File: config.mk
export PLATFORM = sky130hd
export DESIGN_NAME = sp_ram_arbiter
export DESIGN_NICKNAME = d
export VERILOG_FILES = /design/src/rtl/sp_ram_arbiter.sv
export SDC_FILE = /design/constraint.sdc
export NUM_CORES = 1
export LEC_CHECK = 0
export BUFFER_PORTS_ARGS = -buffer_cell sky130_fd_sc_hd__buf_4
export CAP_MARGIN = 40
export CORE_AREA = 2 2 102 104
export CTS_CLUSTER_DIAMETER = 50
export DETAILED_ROUTE_END_ITERATION = 10
export DIE_AREA = 0 0 104 106
export PLACE_DENSITY = 0.47
export SLEW_MARGIN = 20
export SYNTH_ARGS = -nofsm -noshare
export SYNTH_HDL_FRONTEND = slang
export SYNTH_SLANG_ARGS = --single-unit
File: constraint.sdc
create_clock -name clk -period 1.4 [get_ports clk]
set_input_delay 0.07 -clock clk [delete_from_list [all_inputs] [get_ports clk]]
set_output_delay 0.07 -clock clk [all_outputs]
set_load 0.05 [all_outputs]
File: src/rtl/sp_ram_arbiter.sv
`default_nettype none
// ============================================================================
// Module   : sp_ram_arbiter
// Brief    : Two-port round-robin arbiter in front of a shared single-port RAM,
//            with a one-cycle response path routed back to the granted port.
// Revision : 1.0
// ============================================================================
module sp_ram_arbiter #(
    parameter int ADDR_WIDTH = 15,
    parameter int DATA_WIDTH = 32
) (
    input  logic                    clk,
    input  logic                    rstn_i,

    input  logic                    p0_req_i,
    input  logic [ADDR_WIDTH-1:0]   p0_addr_i,
    input  logic                    p0_we_i,
    input  logic [DATA_WIDTH/8-1:0] p0_be_i,
    input  logic [DATA_WIDTH-1:0]   p0_wdata_i,
    output logic                    p0_gnt_o,
    output logic                    p0_rvalid_o,
    output logic [DATA_WIDTH-1:0]   p0_rdata_o,

    input  logic                    p1_req_i,
    input  logic [ADDR_WIDTH-1:0]   p1_addr_i,
    input  logic                    p1_we_i,
    input  logic [DATA_WIDTH/8-1:0] p1_be_i,
    input  logic [DATA_WIDTH-1:0]   p1_wdata_i,
    output logic                    p1_gnt_o,
    output logic                    p1_rvalid_o,
    output logic [DATA_WIDTH-1:0]   p1_rdata_o,

    output logic                    ram_en_o,
    output logic                    ram_we_o,
    output logic [ADDR_WIDTH-1:0]   ram_addr_o,
    output logic [DATA_WIDTH/8-1:0] ram_be_o,
    output logic [DATA_WIDTH-1:0]   ram_wdata_o,
    input  logic [DATA_WIDTH-1:0]   ram_rdata_i
);

    typedef enum logic [0:0] {
        ST_IDLE = 1'b0,
        ST_RESP = 1'b1
    } state_t;

    state_t state_q, state_d;
    logic   rr_q,    rr_d;
    logic   owner_q, owner_d;

    logic   w_gnt0;
    logic   w_gnt1;
    logic   w_any_gnt;

    // rr_q names the winner only when both ports contend.
    always_comb begin
        w_gnt0    = rstn_i & p0_req_i & (~p1_req_i | (rr_q == 1'b0));
        w_gnt1    = rstn_i & p1_req_i & (~p0_req_i | (rr_q == 1'b1));
        w_any_gnt = w_gnt0 | w_gnt1;
    end

    always_comb begin
        rr_d    = rr_q;
        owner_d = owner_q;
        state_d = ST_IDLE;
        if (w_gnt0) begin
            rr_d    = 1'b1;
            owner_d = 1'b0;
            state_d = ST_RESP;
        end else if (w_gnt1) begin
            rr_d    = 1'b0;
            owner_d = 1'b1;
            state_d = ST_RESP;
        end
    end

    always_ff @(posedge clk) begin
        if (!rstn_i) begin
            state_q <= ST_IDLE;
            rr_q    <= 1'b0;
            owner_q <= 1'b0;
        end else begin
            state_q <= state_d;
            rr_q    <= rr_d;
            owner_q <= owner_d;
        end
    end

    // RAM command bus is zero whenever nothing is granted.
    always_comb begin
        ram_en_o    = 1'b0;
        ram_we_o    = 1'b0;
        ram_addr_o  = '0;
        ram_be_o    = '0;
        ram_wdata_o = '0;
        if (w_gnt1) begin
            ram_en_o    = 1'b1;
            ram_we_o    = p1_we_i;
            ram_addr_o  = p1_addr_i;
            ram_be_o    = p1_be_i;
            ram_wdata_o = p1_wdata_i;
        end else if (w_gnt0) begin
            ram_en_o    = 1'b1;
            ram_we_o    = p0_we_i;
            ram_addr_o  = p0_addr_i;
            ram_be_o    = p0_be_i;
            ram_wdata_o = p0_wdata_i;
        end
    end

    // A pending response is dropped as soon as reset is asserted.
    always_comb begin
        p0_gnt_o    = w_gnt0;
        p1_gnt_o    = w_gnt1;
        p0_rvalid_o = rstn_i & (state_q == ST_RESP) & (owner_q == 1'b0);
        p1_rvalid_o = rstn_i & (state_q == ST_RESP) & (owner_q == 1'b1);
        p0_rdata_o  = p0_rvalid_o ? ram_rdata_i : '0;
        p1_rdata_o  = p1_rvalid_o ? ram_rdata_i : '0;
    end

endmodule
`default_nettype wire

==> impl_metrics.csv, run 1 <==
group,metric,value,unit
synthesis,synth_seq_area_share,4.336,%
grt,first_global_vias,2655,
drt,first_iter_violations,61,
floorplanning,die_area,11020,sq um
grt,grt_overflow,0,
placement,portBuffers,260,
synthesis,synth_seq_cells,3,
drt,vias,2950,
cells_and_area,diodes,0,
pwr,p_int,0.9227,mW
drt,wl_per_cell,13.30,microns
setup_path,path_buf_inv,2,
setup_path,crit_fanout,29,
worst_hold_path,hp-start,"p0_req_i",
grt,track_usage,14.85,%
floorplanning,io_pins,261,
drt,postRouteWirelength,9.112,mm
cells_and_area,area_growth_syn_to_layout,175.9,%
pwr,ir_drop,0.0002411,V
sta,fmax,714.4,MHz
setup_path,startpoint,"rr_q$_SDFFE_PN0P_",
clocking,clk_pin_slew_worst_paths,30,ps
setup_path,slowest_stage,"dfxtp_2",
pwr,combPwrFrac,82.0,%
setup_path,crit_type,"reg -> out",
run_status,status,"complete, no violations",
sta,final-hold-violation-count,0,
pwr,leakage,1.939,nW
sta,finClkSkew,0.005523,ps
synthesis,synthAdderAreaFrac,0,%
synthesis,syn-num-nets,447,
sta,rsz0062_at_grt,"true",
pwr,powerDensity,521.7,nW/um^2
sta,drv_slew,0,
setup_path,reg2reg_depth,3,
synthesis,synth_mux_area_share,0,%
synthesis,synth_top_family_by_area,"simple AND/OR/NAND/NOR gates",
synthesis,yosys_warnings,0,
setup_path,crit_chain,"o21ai_4 > buf_12 > o22ai_1 > buf_4",
floorplanning,fp.dieH,106,microns
clocking,cts_tree,"built",
placement,gp_congestion,0.8083,
grt,antenna_found_initial,0,
setup_path,r2r-end,"rr_q$_SDFFE_PN0P_",
clocking,numCtsBuffers,3,
cells_and_area,drive_gt1_share,62.11,%
placement,dp_cells,681,
setup_path,worstPathArrival,1330,ps
sta,setup_tns,0,ps
clocking,clock_sinks,3,
grt,grt_pass1_wl,13.32,mm
synthesis,synthCells,307,
floorplanning,initial_core_util,13.85,%
setup_path,cpLargestDelayFamily,"buffers and inverters",
floorplanning,core_region_area,10000,sq um
pwr,seqPwrFrac,5.0,%
floorplanning,die_w,104,microns
clocking,clockBufferDepth,2,
setup_path,crit_required,1330,ps
drt,drc,0,
clocking,clk_latency,220,ps
setup_path,slowest_delay,330,ps
cells_and_area,final_cell_count_no_fill,685,
synthesis,synth_cell_types,12,
pwr,clkPwrFrac,13.0,%
synthesis,synthesis.area,1385,sq um
sta,layout_min_cycle_time,1400,ps
setup_path,startpoint_type,"flop",
sta,setup_violations,0,
synthesis,avgSynthCellArea,4.512,sq um
sta,maxSlewHeadroom,82.50,%
job,drv_cap,0,
clocking,h-tree-depth,1,
drt,ant_nets,0,
setup_path,reg2reg_slack,710,ps
sta,period_share,99.99,%
clocking,hold_buffers,0,
worst_hold_path,hold_end,"state_q$_SDFF_PN0_",
setup_path,r2r_start,"rr_q$_SDFFE_PN0P_",
pwr,p_sw,1.071,mW
worst_hold_path,holdPathStages,3,
floorplanning,num_rows,37,
grt,grt_max_degree,46,
synthesis,synth_compound_area_share,25.20,%
setup_path,crit_path_end_kind,"output pin",
placement,dpl.hpwl,7.601,mm
sta,worst_pin_slew,262.4,ps
clocking,post_cts_buffers,0,
drt,firstDrtPassIters,4,
pwr,sw_frac_of_total,53.72,%
cells_and_area,layout.nets,690,
clocking,clock-root-buffer,"clkbuf_8",
synthesis,synth_xor_area_share,0,%
worst_hold_path,hold_class,"in -> reg",
drt,via_per_inst,4.307,
synthesis,yosys.area_share.simple,57.63,%
cells_and_area,final_core_util,38.21,%
==> state kept, by name (all words and copies together), names as in the netlist <==
signal,flops
owner_q,1
rr_q,1
state_q,1
==> worst reg2reg max path: stages, from the launching register on <==
cell and delay [ps]:
dfxtp_2 350, nand2_2 80, o21ai_0 90, nor2_1 50
==> metrics by stage <==
stage	instance area (sq um)	total power, mW	hold WS [ps]	worst slack [ps]
finish	3821	1.994	131.4	0.2091
global route	3821	2.103	146.4	-43.03
CTS	3699	1.967	129.2	15.57
detailed placement	3649	1.697	342.6	161.5
global placement	3649	1.689	338.5	196.8
floorplan	1510	1.041	195.5	-143.0
==> worst max path at each step <==
stage                      endpoint  slack (ps)  cells past startpoint
floorplan             ram_addr_o[0]        -140                      4
global placement     ram_wdata_o[4]         200                      5
detailed placement    ram_addr_o[9]         160                      5
CTS                 ram_wdata_o[23]          20                      5
global route        ram_wdata_o[15]         -40                      4
finish              ram_wdata_o[19]         0.2                      4
==> layer usage <==
metal	part of all wire, %	track usage (%)
met5	0	0
met4	0.055	0.7722
met3	8.8	4.231
met2	52	29.09
met1	39	16.60
==> layout by cell type (no fill, tap or decap) <==
master,synthesis,layout
o22ai_2,0,12
nor2_1,72,22
o22ai_1,52,40
inv_1,3,3
clkbuf_8,0,3
buf_4,4,252
o21ai_0,2,2
dfxtp_2,0,1
nor2_2,0,50
dfxtp_1,3,2
nand2_1,139,137
clkbuf_1,7,1
a21oi_1,1,1
nand2_2,0,2
buf_8,0,1
o21ai_4,0,1
nand2b_2,0,1
buf_12,0,7
buf_6,0,11
==> cells by family (layout without fill, tap and decap cells) <==
| group | count (synthesis) | in the layout |
|---|---|---|
| compound gates | 56 | 56 |
| buf+inv | 36 | 278 |
| flops | 3 | 3 |
| simple gates | 212 | 212 |
==> synthesized netlist by cell type, drive strengths merged <==
master  number  area, sq um
nor2        72        270.3
inv          3        11.26
buf         26        140.1
o22ai       52        325.3
clkbuf       7        26.28
dfxtp        3        60.06
o21ai        3        18.77
a21oi        1        5.000
nand2b       1        6.260
nand2      139        521.8
==> power by group through the flow <==
stage | Combinational (mW) | Clock [mW] | Sequential (mW)
finish | 1.63 | 0.260 | 0.0992
CTS | 1.60 | 0.267 | 0.0991
global route | 1.73 | 0.274 | 0.101
detailed placement | 1.60 | 0 | 0.0994
floorplan | 0.945 | 0 | 0.0963
global placement | 1.59 | 0 | 0.0991
==> cell type report <==
class                      count  area [sq um]
multi-input combinational    268          1363
tap                          136         170.2
timing repair buffer         271          2171
fill                        1133          6178
inverter                       3         11.26
clock buffer                   4         45.04
sequential                     3         61.31
==> repair_timing <==
action | in CTS | in global routing
endpoints found under the setup margin | 25 | 44
gates cloned | 0 | 0
gates resized for setup | 2 | 25
Power figures use the tool's default switching activity.
==> run 2, diff against run 1 <==
ABC_AREA = 1   (was default)
PLACE_DENSITY = 0.45   (was 0.47)
==> run 2 against run 1 <==
The run now ends with negative setup slack left. Final cell count rose by 2.6%. Critical endpoint is now ram_wdata_o[7]. Maximum frequency down 6.4%. Global-route usage rose by 0.59 points. Die area unchanged.
==> impl_metrics.csv, run 2 <==
group,metric,value,unit
run_status,status,"complete, but fails checks",
run_status,failed_checks,"negative setup slack",
cells_and_area,diodes,0,
pwr,leakage,2.644,nW
sta,period_share,106.8,%
drt,drc,0,
synthesis,synth_seq_cells,3,
sta,fmax,668.9,MHz
synthesis,synth_cell_types,9,
placement,dpl.hpwl,6.493,mm
grt,grt_pass1_wl,13.87,mm
placement,gp_congestion,0.7847,
clocking,clockBufferDepth,2,
pwr,p_sw,1.058,mW
cells_and_area,layout.nets,708,
clocking,clock_sinks,3,
synthesis,synth_common_cells,"nand2_1 (166), nor2_1 (64), inv_1 (39)",
placement,portBuffers,260,
clocking,clock-root-buffer,"clkbuf_8",
cells_and_area,fillCellCount,1021,
grt,antenna_found_initial,0,
drt,first_iter_violations,75,
cells_and_area,layout_commonest_cell,"buf_4",
setup_path,crit_type,"reg -> out",
synthesis,synth_top_area_share,52.81,%
synthesis,synthArstFlopShare,0,%
sta,maxSlewHeadroom,82.08,%
drt,vias,2725,
clocking,cts_tree,"built",
cells_and_area,mostFrequentLayoutCells,"buf_4 (211), nand2_1 (84), nor2_1 (58)",
sta,rsz0062_at_grt,"true",
synthesis,synth.area.top_cells,"nand2_1 (53%), nor2_1 (20%), inv_1 (12%), dfxtp_1 (5.1%), buf_2 (4.2%)",
drt,firstDrtPassIters,4,
worst_hold_path,hold_class,"in -> reg",
placement,dp_cells,681,
placement,post-place-ws,42.05,ps
sta,final-hold-violation-count,0,
pwr,ir_drop,0.0002664,V
synthesis,ys.flop_type,"dfxtp_1",
synthesis,synthCells,294,
grt,grt_max_degree,42,
drt,postRouteWirelength,9.434,mm
synthesis,yosys_warnings,0,
synthesis,synth_most_common_cell,"nand2_1",
floorplanning,die_w,104,microns
clocking,numCtsBuffers,3,
pwr,sw_frac_of_total,49.98,%
setup_path,startpoint_type,"flop",
sta,finClkSkew,0.1663,ps
cells_and_area,seqCellArea,61.31,sq um
pwr,seqPwrFrac,4.5,%
synthesis,synth_seq_area_share,5.090,%
grt,first_global_vias,2862,
grt,track_usage,15.44,%
floorplanning,core_region_area,10000,sq um
sta,setup_violations,52,
floorplanning,die_area,11020,sq um
floorplanning,initial_core_util,11.80,%
cells_and_area,largest_registers,"owner_q (1), rr_q (1), state_q (1)",
setup_path,crit_fanout,8,
clocking,clk_pin_slew_worst_paths,30,ps
synthesis,post-synth-top-area-cell,"nand2_1",
floorplanning,num_rows,37,
pwr,combPwrFrac,83.3,%
sta,fin_hold_ws,119.5,ps
setup_path,worstPathArrival,1430,ps
job,drv_cap,0,
drt,wl_per_cell,13.42,microns
sta,setup_slack,-95.10,ps
synthesis,syn-num-nets,434,
cells_and_area,area_growth_syn_to_layout,276.2,%
drt,via_per_inst,3.876,
synthesis,synth_edf_count,0,
sta,worst_pin_slew,268.7,ps
pwr,clkPwrFrac,12.2,%
sta,layout_min_cycle_time,1495,ps
cells_and_area,multi_input_area,1301,sq um
pwr,p_int,1.059,mW
grt,grt_overflow,0,
clocking,clk_latency,220,ps
cells_and_area,final_core_util,44.39,%
synthesis,avgSynthCellArea,4.013,sq um
cells_and_area,final_cell_count_no_fill,703,
pwr,powerDensity,476.9,nW/um^2
sta,drv_slew,0,
drt,ant_nets,0,
synthesis,synthesis.area,1180,sq um
clocking,h-tree-depth,1,
floorplanning,fp.dieH,106,microns
setup_path,crit_required,1330,ps
floorplanning,io_pins,261,
setup_path,crit_path_end_kind,"output pin",
cells_and_area,drive_gt1_share,67.02,%
==> run 2: per-layer routing <==
layer,vias up,GRT usage [%],part of all wire (%)
met5,-,0,0
met2,122,30.12,55
met3,10,4.844,7.2
met1,1210,16.18,37
met4,0,3.185,1.2
li1,1383,-,-
==> run 2: power by group through the flow <==
stage	logic [mW]	registers, mW	clock network (mW)
floorplan	0.773	0.0954	0
global placement	1.37	0.0963	0
detailed placement	1.38	0.0967	0
CTS	1.60	0.0947	0.268
global route	1.86	0.0959	0.280
finish	1.76	0.0953	0.259
==> run 2: worst max-delay path, stage by stage, from the launching register on <==
cell	delay (ps)
dfxtp_2	320
buf_6	120
a21oi_4	160
buf_12	170
clkbuf_16	160
nand2_1	60
nand2_2	70
buf_8	140
==> run 2: worst paths after layout <==
path	startpoint	endpoint	slack [ps]	cells past startpoint
max	rr_q$_SDFFE_PN0P_	ram_wdata_o[7]	-100	7
min	rstn_i	rr_q$_SDFFE_PN0P_	120	3
max reg2reg	rr_q$_SDFFE_PN0P_	owner_q$_SDFFE_PP0P_	570	7
min reg2reg	owner_q$_SDFFE_PP0P_	owner_q$_SDFFE_PP0P_	540	4
==> run 2: area by class of cell <==
cell class | instances | share of cell area (%)
Clock buffer | 4 | 1.015
Multi-Input combinational cell | 236 | 29.31
Timing Repair Buffer | 285 | 61.16
Inverter | 39 | 3.298
Sequential cell | 3 | 1.381
Tap cell | 136 | 3.833
==> run 2: cells by family after synthesis <==
| family | synth area share (%) |
|---|---|
| buf+inv | 18.56 |
| simple gates | 74.02 |
| flops | 5.090 |
| compound gates | 2.333 |
==> run 2: repair_timing <==
| action | 4_1_cts | 5_1_grt |
|---|---|---|
| cloned | 5 | 6 |
| endpoints found under the setup margin | 53 | 66 |
| hold buffers | 0 | 0 |
| buffers inserted | 8 | 1 |
| gates resized for setup | 106 | 111 |
| pin swaps | 8 | 33 |
==> run 2: stage by stage <==
step / total power, mW / cell area [sq um] / setup TNS [ps]
2_1_floorplan: 0.8682 / 1220 / -2016
3_3_place_gp: 1.470 / 3359 / 0
3_5_place_dp: 1.474 / 3359 / 0
4_1_cts: 1.963 / 3975 / -3320
5_1_grt: 2.233 / 4439 / -6628
6_report: 2.117 / 4439 / -3877
